<file path="config.mk">
export PLATFORM = sky130hd
export DESIGN_NAME = regfile_wb_queue
export DESIGN_NICKNAME = d
export VERILOG_FILES = /design/src/rtl/regfile_wb_queue_pkg.sv /design/src/rtl/rf_wb_fifo.sv /design/src/rtl/regfile_wb_queue.sv
export SDC_FILE = /design/constraint.sdc
export NUM_CORES = 1
export LEC_CHECK = 0
export ABC_AREA = 1
export CELL_PAD_IN_SITES_DETAIL_PLACEMENT = 1
export CELL_PAD_IN_SITES_GLOBAL_PLACEMENT = 1
export CORE_MARGIN = 1
export CORE_UTILIZATION = 25
export DETAILED_ROUTE_END_ITERATION = 16
export PLACE_DENSITY = 0.46
export RECOVER_POWER = 100
export SLEW_MARGIN = 20
export SYNTH_ARGS = -nofsm -noshare
export SYNTH_HDL_FRONTEND = slang
export SYNTH_HIERARCHICAL = 1
export SYNTH_SLANG_ARGS = --single-unit
</file>
<file path="constraint.sdc">
create_clock -name clk -period 3.95 [get_ports clk]
set_input_delay 0.79 -clock clk [delete_from_list [all_inputs] [get_ports clk]]
set_output_delay 0.79 -clock clk [all_outputs]
set_load 0.05 [all_outputs]
</file>
<file path="src/rtl/regfile_wb_queue_pkg.sv">
// Shared register-file-side definitions for the write-back queue.
// Used by the queue itself and by anything that packs or unpacks its results.
package regfile_wb_queue_pkg;

  localparam int RF_XLEN  = 32;
  localparam int RF_AW    = 5;
  localparam int RF_NREGS = 32;

  typedef struct packed {
    logic [RF_AW-1:0]   rd;
    logic [RF_XLEN-1:0] data;
  } rf_wb_entry_t;

endpackage

</file>
<file path="src/rtl/rf_wb_fifo.sv">
// Generic synchronous FIFO with occupancy count. Push is ignored when full and
// pop is ignored when empty; a same-edge push and pop leaves the count unchanged.
module rf_wb_fifo #(
  parameter int DEPTH = 4,
  parameter int WIDTH = 37,
  localparam int PW = $clog2(DEPTH),
  localparam int CW = PW + 1
) (
  input  logic             clk,
  input  logic             rst_n,
  input  logic             push_i,
  input  logic [WIDTH-1:0] din_i,
  input  logic             pop_i,
  output logic [WIDTH-1:0] dout_o,
  output logic [CW-1:0]    count_o,
  output logic             full_o,
  output logic             empty_o
);

  logic [WIDTH-1:0] mem_q [DEPTH];
  logic [PW-1:0]    wr_ptr_q, wr_ptr_d;
  logic [PW-1:0]    rd_ptr_q, rd_ptr_d;
  logic [CW-1:0]    count_q, count_d;
  logic             do_push, do_pop;

  assign full_o  = (count_q == CW'(DEPTH));
  assign empty_o = (count_q == '0);
  assign do_push = push_i && !full_o;
  assign do_pop  = pop_i && !empty_o;
  assign dout_o  = mem_q[rd_ptr_q];
  assign count_o = count_q;

  // DEPTH is a power of two, so plain increments wrap the pointers.
  always_comb begin
    wr_ptr_d = wr_ptr_q;
    rd_ptr_d = rd_ptr_q;
    count_d  = count_q;
    if (do_push) wr_ptr_d = wr_ptr_q + PW'(1);
    if (do_pop)  rd_ptr_d = rd_ptr_q + PW'(1);
    case ({do_push, do_pop})
      2'b10:   count_d = count_q + CW'(1);
      2'b01:   count_d = count_q - CW'(1);
      default: count_d = count_q;
    endcase
  end

  always_ff @(posedge clk or negedge rst_n) begin
    if (!rst_n) begin
      wr_ptr_q <= '0;
      rd_ptr_q <= '0;
      count_q  <= '0;
    end else begin
      wr_ptr_q <= wr_ptr_d;
      rd_ptr_q <= rd_ptr_d;
      count_q  <= count_d;
    end
  end

  always_ff @(posedge clk) begin
    if (do_push) mem_q[wr_ptr_q] <= din_i;
  end

endmodule

</file>
<file path="src/rtl/regfile_wb_queue.sv">
// Write-side driver for the register file: buffers results in order, drains one
// per cycle onto the write port, and tracks destination registers with pending writes.
module regfile_wb_queue
  import regfile_wb_queue_pkg::*;
#(
  parameter int DEPTH = 4,
  parameter int XLEN  = RF_XLEN,
  parameter int AW    = RF_AW
) (
  input  logic                   clk,
  input  logic                   rst_n,
  input  logic                   issue_valid,
  input  logic [AW-1:0]          issue_rd,
  input  logic [AW-1:0]          rs1_addr,
  input  logic [AW-1:0]          rs2_addr,
  output logic                   rs1_busy,
  output logic                   rs2_busy,
  // Result handshake: a transfer happens on an edge where res_valid && res_ready.
  // res_ready depends only on registered occupancy, never on a same-cycle drain.
  input  logic                   res_valid,
  output logic                   res_ready,
  input  logic [AW-1:0]          res_rd,
  input  logic [XLEN-1:0]        res_data,
  input  logic                   wb_hold,
  output logic                   write_ena,
  output logic [AW-1:0]          write_reg_addr,
  output logic [XLEN-1:0]        data_in,
  output logic [$clog2(DEPTH):0] count
);

  localparam int NREGS = 2 ** AW;
  localparam int EW    = AW + XLEN;

  logic            fifo_full, fifo_empty;
  logic            push, pop;
  logic [EW-1:0]   head;
  logic            write_ena_q;
  logic [AW-1:0]   write_reg_addr_q;
  logic [XLEN-1:0] data_in_q;
  logic [NREGS-1:1] busy_q, busy_d;
  logic [NREGS-1:0] busy_vec;

  assign res_ready = !fifo_full;
  // x0 results complete the handshake but never reach the register file.
  assign push      = res_valid && res_ready && (res_rd != '0);
  assign pop       = !fifo_empty && !wb_hold;

  rf_wb_fifo #(
    .DEPTH(DEPTH),
    .WIDTH(EW)
  ) u_fifo (
    .clk     (clk),
    .rst_n   (rst_n),
    .push_i  (push),
    .din_i   ({res_rd, res_data}),
    .pop_i   (pop),
    .dout_o  (head),
    .count_o (count),
    .full_o  (fifo_full),
    .empty_o (fifo_empty)
  );

  // Set is applied after clear so a re-issue on the committing edge keeps the bit.
  always_comb begin
    for (int r = 1; r < NREGS; r++) begin
      busy_d[r] = busy_q[r];
      if (write_ena_q && write_reg_addr_q == AW'(r)) busy_d[r] = 1'b0;
      if (issue_valid && issue_rd == AW'(r))         busy_d[r] = 1'b1;
    end
  end

  always_ff @(posedge clk or negedge rst_n) begin
    if (!rst_n) begin
      write_ena_q      <= 1'b0;
      write_reg_addr_q <= '0;
      data_in_q        <= '0;
      busy_q           <= '0;
    end else begin
      write_ena_q <= pop;
      if (pop) begin
        write_reg_addr_q <= head[EW-1:XLEN];
        data_in_q        <= head[XLEN-1:0];
      end
      busy_q <= busy_d;
    end
  end

  assign busy_vec       = {busy_q, 1'b0};
  assign rs1_busy       = busy_vec[rs1_addr];
  assign rs2_busy       = busy_vec[rs2_addr];
  assign write_ena      = write_ena_q;
  assign write_reg_addr = write_reg_addr_q;
  assign data_in        = data_in_q;

endmodule

</file>
# Yosys cells after proc, flatten, opt, wreduce, memory -nomap -nowiden
# Memory sizes are Yosys's and may differ from the RTL's. A register that Yosys moved wholly into a read port is not among the register bits.
# Cells that the tools add are included.
[classes] addsub=4 n_lt_le_gt_ge=2 n_eq_ne=65 mux=69 reduce_logical=105
[ops] op="== test 5 bit, second input constant" count=32
[ops] op="== test 5 x 4 -> 1 bit, second input constant" count=16
[ops] op="logical AND 1 bit" count=67
[ops] op="2-to-1 mux 1 bit" count=66
[ops] op="nonzero test 2 bit" count=32
[ops] op="== test 5 x 3 -> 1 bit, second input constant" count=8
[ops] op="== test 5 x 2 -> 1 bit, second input constant" count=4
[ops] op="less-than comparator 5 x 6 -> 1 bit, second input constant" count=2
[ops] op="binary-select mux 1 bit (select 5 bit)" count=2
[ops] op="== test 5 x 1 -> 1 bit, second input constant" count=2
[ops] op="case mux 3 bit (2 select lines)" count=1
[ops] op="nonzero test 5 bit" count=1
[ops] op="adder 2 x 1 -> 2 bit, second input constant" count=2
[ops] op="logical NOT 1 bit" count=4
[ops] op="adder 3 x 1 -> 3 bit, second input constant" count=1
[ops] op="== test 3 bit, second input constant" count=1
[ops] op="logical NOT 3 bit" count=1
[ops] op="subtractor 3 x 1 -> 3 bit, second input constant" count=1
[ops] op="== test 2 x 1 -> 1 bit, second input constant" count=1
[ops] op="== test 2 bit, second input constant" count=1
[word_totals] ff_bits=39 ramBits=148 word_cells=281 n_memories=1
[mem_list] name="u_fifo.mem_q" words=4 width=37 rd=1 rd_ports_with_merged_regs=1 wr=1 line="rf_wb_fifo.sv:20" text="logic [WIDTH-1:0] mem_q [DEPTH];"

# Longest topological paths before layout
[depth] ltp_word=7 ltp_mapped=15 depth_no_buf=15

# Cells and area by module
# The synthesis kept the hierarchy.
[modules_own_cells] mod="rf_wb_fifo" instances=1 cells_each=493 area_per_inst_um2=6344.8 seq_area_each_um2=4619.4
[modules_own_cells] mod="regfile_wb_queue" instances=1 cells_each=437 area_per_inst_um2=3558.4 seq_area_each_um2=1726.7

# Least setup slack after synthesis
# No wires, ideal clock.
[synth_path] kind="register to register" start="reg u_fifo.count_q[0], in the netlist u_fifo/count_o[0]" end="mem u_fifo.mem_q[0][0], enable pin" setup_ns=0.431 arrival_time_ns=3.265 required_time_ns=3.519 setup_slack_ns=0.253 stages_incl_launch_ff=9 synth_period_minus_slack_ns=3.697 cell_sequence="dfrtp_1 > inv_1 > nand3_1 > inv_1 > inv_1 > nand3_1 > inv_1 > nand2_1 > nor2_1"
[synth_via] elab_chain_len=7
[synth_lines] item="start: declaration" line="rf_wb_fifo.sv:23" text="logic [CW-1:0] count_q, count_d;"
[synth_lines] item="start signal: assignment" line="rf_wb_fifo.sv:55" text="count_q <= count_d;"
[synth_lines] item="== test 3 bit" line="rf_wb_fifo.sv:26" text="assign full_o = (count_q == CW'(DEPTH));"
[synth_lines] item="named net fifo_full" line="regfile_wb_queue.sv:34" text="logic fifo_full, fifo_empty;"
[synth_lines] item="logical NOT 1 bit" line="regfile_wb_queue.sv:43" text="assign res_ready = !fifo_full;"
[synth_lines] item="named net res_ready" line="regfile_wb_queue.sv:21" text="output logic res_ready,"
[synth_lines] item="logical AND 1 bit (2 in series)" line="regfile_wb_queue.sv:45" text="assign push = res_valid && res_ready && (res_rd != '0);"
[synth_lines] item="named net push" line="regfile_wb_queue.sv:35" text="logic push, pop;"
[synth_lines] item="logical AND 1 bit" line="rf_wb_fifo.sv:28" text="assign do_push = push_i && !full_o;"
[synth_lines] item="2-to-1 mux 1 bit" line="rf_wb_fifo.sv:60" text="if (do_push) mem_q[wr_ptr_q] <= din_i;"
[synth_lines] item="2-to-1 mux 1 bit (not written as such)" line="rf_wb_fifo.sv:60"
[synth_lines] item="end: declaration" line="rf_wb_fifo.sv:20"
# The timed path passes the listed nets, and every way through them passes these cells.

# Final worst setup path
[layout_path] start="in rs1_addr[0]" end="out rs1_busy"
[layout_via] elab_chain_len=2
[layout_lines] item="start: declaration" line="regfile_wb_queue.sv:14" text="input logic [AW-1:0] rs1_addr,"
[layout_lines] item="binary-select mux 1 bit (select 5 bit)" line="regfile_wb_queue.sv:89" text="assign rs1_busy = busy_vec[rs1_addr];"
[layout_lines] item="2-to-1 mux 1 bit (not written as such)" line="regfile_wb_queue.sv:89"
[layout_lines] item="end: declaration" line="regfile_wb_queue.sv:16" text="output logic rs1_busy,"
# No other way between the ends. The select of a mux whose other input is x is not followed.

==> impl_metrics.json <==
{
  "outcome": "finished, final reports clean",
  "antenna_found_initial": 5,
  "die_height_um": 201,
  "clk_path_buf_depth": 3,
  "dieArea_um2": 40400,
  "hold_buffers": 0,
  "yosysUniqueCellTypes": 26,
  "criticalPathCategory": "input port to output port",
  "cts.sinks": 224,
  "setup_viol": 0,
  "gr-usage-met3_pct": 2.27,
  "grt_max_degree": 83,
  "viasPerCell": 4.34,
  "drt_pass1_iterations": 6,
  "syn_nets": 993,
  "die_w_um": 201,
  "rsz0062_at_grt": "no",
  "cts.htree.levels": 1,
  "drv_cap": 0,
  "via_count": 6845,
  "wl_per_cell_um": 17.2,
  "synth_area_per_cell_um2": 10.6,
  "final_cell_area_um2": 12200,
  "root_buffer": "clkbuf_16",
  "use_met1_pct": 17.4,
  "ys_seq_area_share_pct": 64.1,
  "relSlewSlack_pct": 0.891,
  "synthSimpleGateAreaFrac_pct": 15.9,
  "hold_violations": 0,
  "fin_crit_sh_pct": 87.6,
  "globalplace.congestion": 0.824,
  "fin_util_pct": 31.5,
  "cts_resized": 0,
  "grt_busiest_layer": "met2",
  "hold_class": "flop to flop",
  "drcViolationCount": 0,
  "p_leak_nw": 4.96,
  "n_fill_cell": 4311,
  "portBuffers": 100,
  "nets": 1101,
  "syn_to_final_growth_pct": 23.4,
  "dp_hpwl_um": 17800,
  "cp_data_required_time_ps": 3160,
  "synth.area.mux_share_pct": 3.64,
  "coreArea_um2": 38800,
  "crit_fanout": 17,
  "worst_clock_skew_ps": 6.66,
  "grt_pass1_vias": 7231,
  "drt-initial-drc-count": 244,
  "vdd_drop_max_uv": 354,
  "critPathLaunchType": "input port",
  "cts_tree": "done",
  "synth_area_um2": 9900,
  "io_pins": 101,
  "grt_util_all_layers_pct": 13.7,
  "slew_violations": 0,
  "synth_adder_area_share_pct": 0.834,
  "whs_path_depth": 1,
  "layout_min_cycle_time_ps": 3460,
  "drt_wl_total_um": 27100,
  "setup_tns_ps": 0,
  "ys.warnings.count": 6,
  "placed_area_um2": 11400,
  "cts_setup_buffers": 0,
  "row_count": 72,
  "synth_xor_area_share_pct": 0.0884,
  "max_slew.worst_pin.slew_ps": 1490,
  "synth_top_family_by_area": "simple AND/OR/NAND/NOR gates",
  "ys_ff_latch": 224,
  "ant_nets": 0,
  "fmax_ghz": 0.289,
  "reg2reg_depth": 10,
  "clk_pin_slew_ps": 60,
  "grt_use_met2_pct": 23.5,
  "synthFlopType": "edfxtp_1",
  "cp-end-kind": "output port",
  "grt_first_pass_wirelength_um": 42500,
  "worstPathArrival_ps": 2670,
  "drive_gt1_share_pct": 8.78,
  "numCtsBuffers": 27,
  "worstSkewPairLatency_ps": 540,
  "syn_inst": 930,
  "synth-edff-count": 148,
  "synthArstFlopShare_pct": 33.9,
  "start_util_pct": 25.5,
  "synth_compound_area_share_pct": 7.53,
  "p_per_area_nw_per_um2": 777,
  "fin_total_pwr_w": 0.00950,
  "grt_overflow": 0
}
## layout make-up
type | instances | area (um2) | share of cell area [%]
antenna | 1 | 2.50 | 0.0205
clock buffer | 40 | 754 | 6.17
clock inverter | 10 | 65.1 | 0.532
inverter | 123 | 474 | 3.88
multi-input combinational | 543 | 2800 | 22.9
sequential | 224 | 6350 | 51.9
tap | 518 | 648 | 5.30
timing repair buffer | 119 | 1130 | 9.26
## cell usage in the layout (no fill, tap or decap), drive strengths merged
cell type	n
nand2	300
ha	5
o21ai	36
buf	9
clkinvlp	1
o211ai	74
edfxtp	148
mux2	32
fa	1
inv	123
nand3	58
clkdlybuf4s50	13
diode	1
nor2	30
xnor2	1
nand4	2
or2	2
clkinv	9
clkbuf	53
nor3	1
a32o	1
dlygate4sd3	84
dfrtp	76
## final timing paths
kind | start | to | slack, ps
setup / recovery | rs1_addr[0] | rs1_busy | 490
hold / removal | data_in[18] | data_in[18] | 480
setup reg to reg | u_fifo/count_o[1] | u_fifo/mem_q[1][9] | 1030
hold reg to reg | data_in[18] | data_in[18] | 480
max in group asynchronous | rst_n | data_in[2] | 1800
min in group asynchronous | rst_n | busy_q[12] | 610
## synthesized netlist by cell type, types with 4 or more instances
cell type / n / area [um2]
clkbuf_1: 8 / 30.0
buf_2: 10 / 50.1
nor2_1: 29 / 109
mux2_1: 6 / 67.6
dfrtp_1: 76 / 1900
mux2_2: 26 / 293
buf_6: 17 / 191
o211ai_1: 74 / 556
o21ai_0: 36 / 180
buf_4: 4 / 30.0
ha_1: 5 / 62.6
inv_1: 119 / 447
nand3_1: 58 / 290
nand2_1: 298 / 1120
edfxtp_1: 148 / 4440
## layer usage
layer	routed length, um	up-vias
li1	-	3333
met1	12200	3342
met2	13200	116
met3	982	48
met4	711	6
met5	41	-
## flip-flops by register name, summed over array words and instances, names as in the netlist
register         count
u_fifo/mem_q       148
data_in             32
write_reg_addr       5
write_ena            1
u_fifo/wr_ptr_q      2
busy_q              31
u_fifo/rd_ptr_q      2
u_fifo/count_o       3
## worst max-delay path: stages
cell and delay [ps]:
dlygate4sd3_1 990, inv_6 140, nand2_1 100, nand3_1 70, nand3_1 100, nand2_1 70
nand2_1 50, nand2_1 60, nand2_1 50, nand2_1 80, buf_12 160
## per-stage QoR
step / cells / hold slack (ps) / setup WS, ps
final: 1578 / 482 / 491
after global placement: 1527 / 473 / 577
after floorplan: 930 / 463 / 253
after global routing: 1577 / 514 / 332
after CTS: 1577 / 343 / 546
after detailed placement: 1527 / 479 / 548
## power by group
group | internal (W) | switching (W)
logic | 0.00111 | 0.00248
registers | 0.00323 | 0.000384
clock network | 0.00132 | 0.000967
total | 0.00567 | 0.00383
## kinds of logic after synthesis
family          count (synthesis)
compound gates                111
mux                            32
fa+ha+maj                       6
buf+inv                       163
simple gates                  393
xor+xnor                        1
flops                         224
Note: power is estimated with default switching activity, not from simulation.
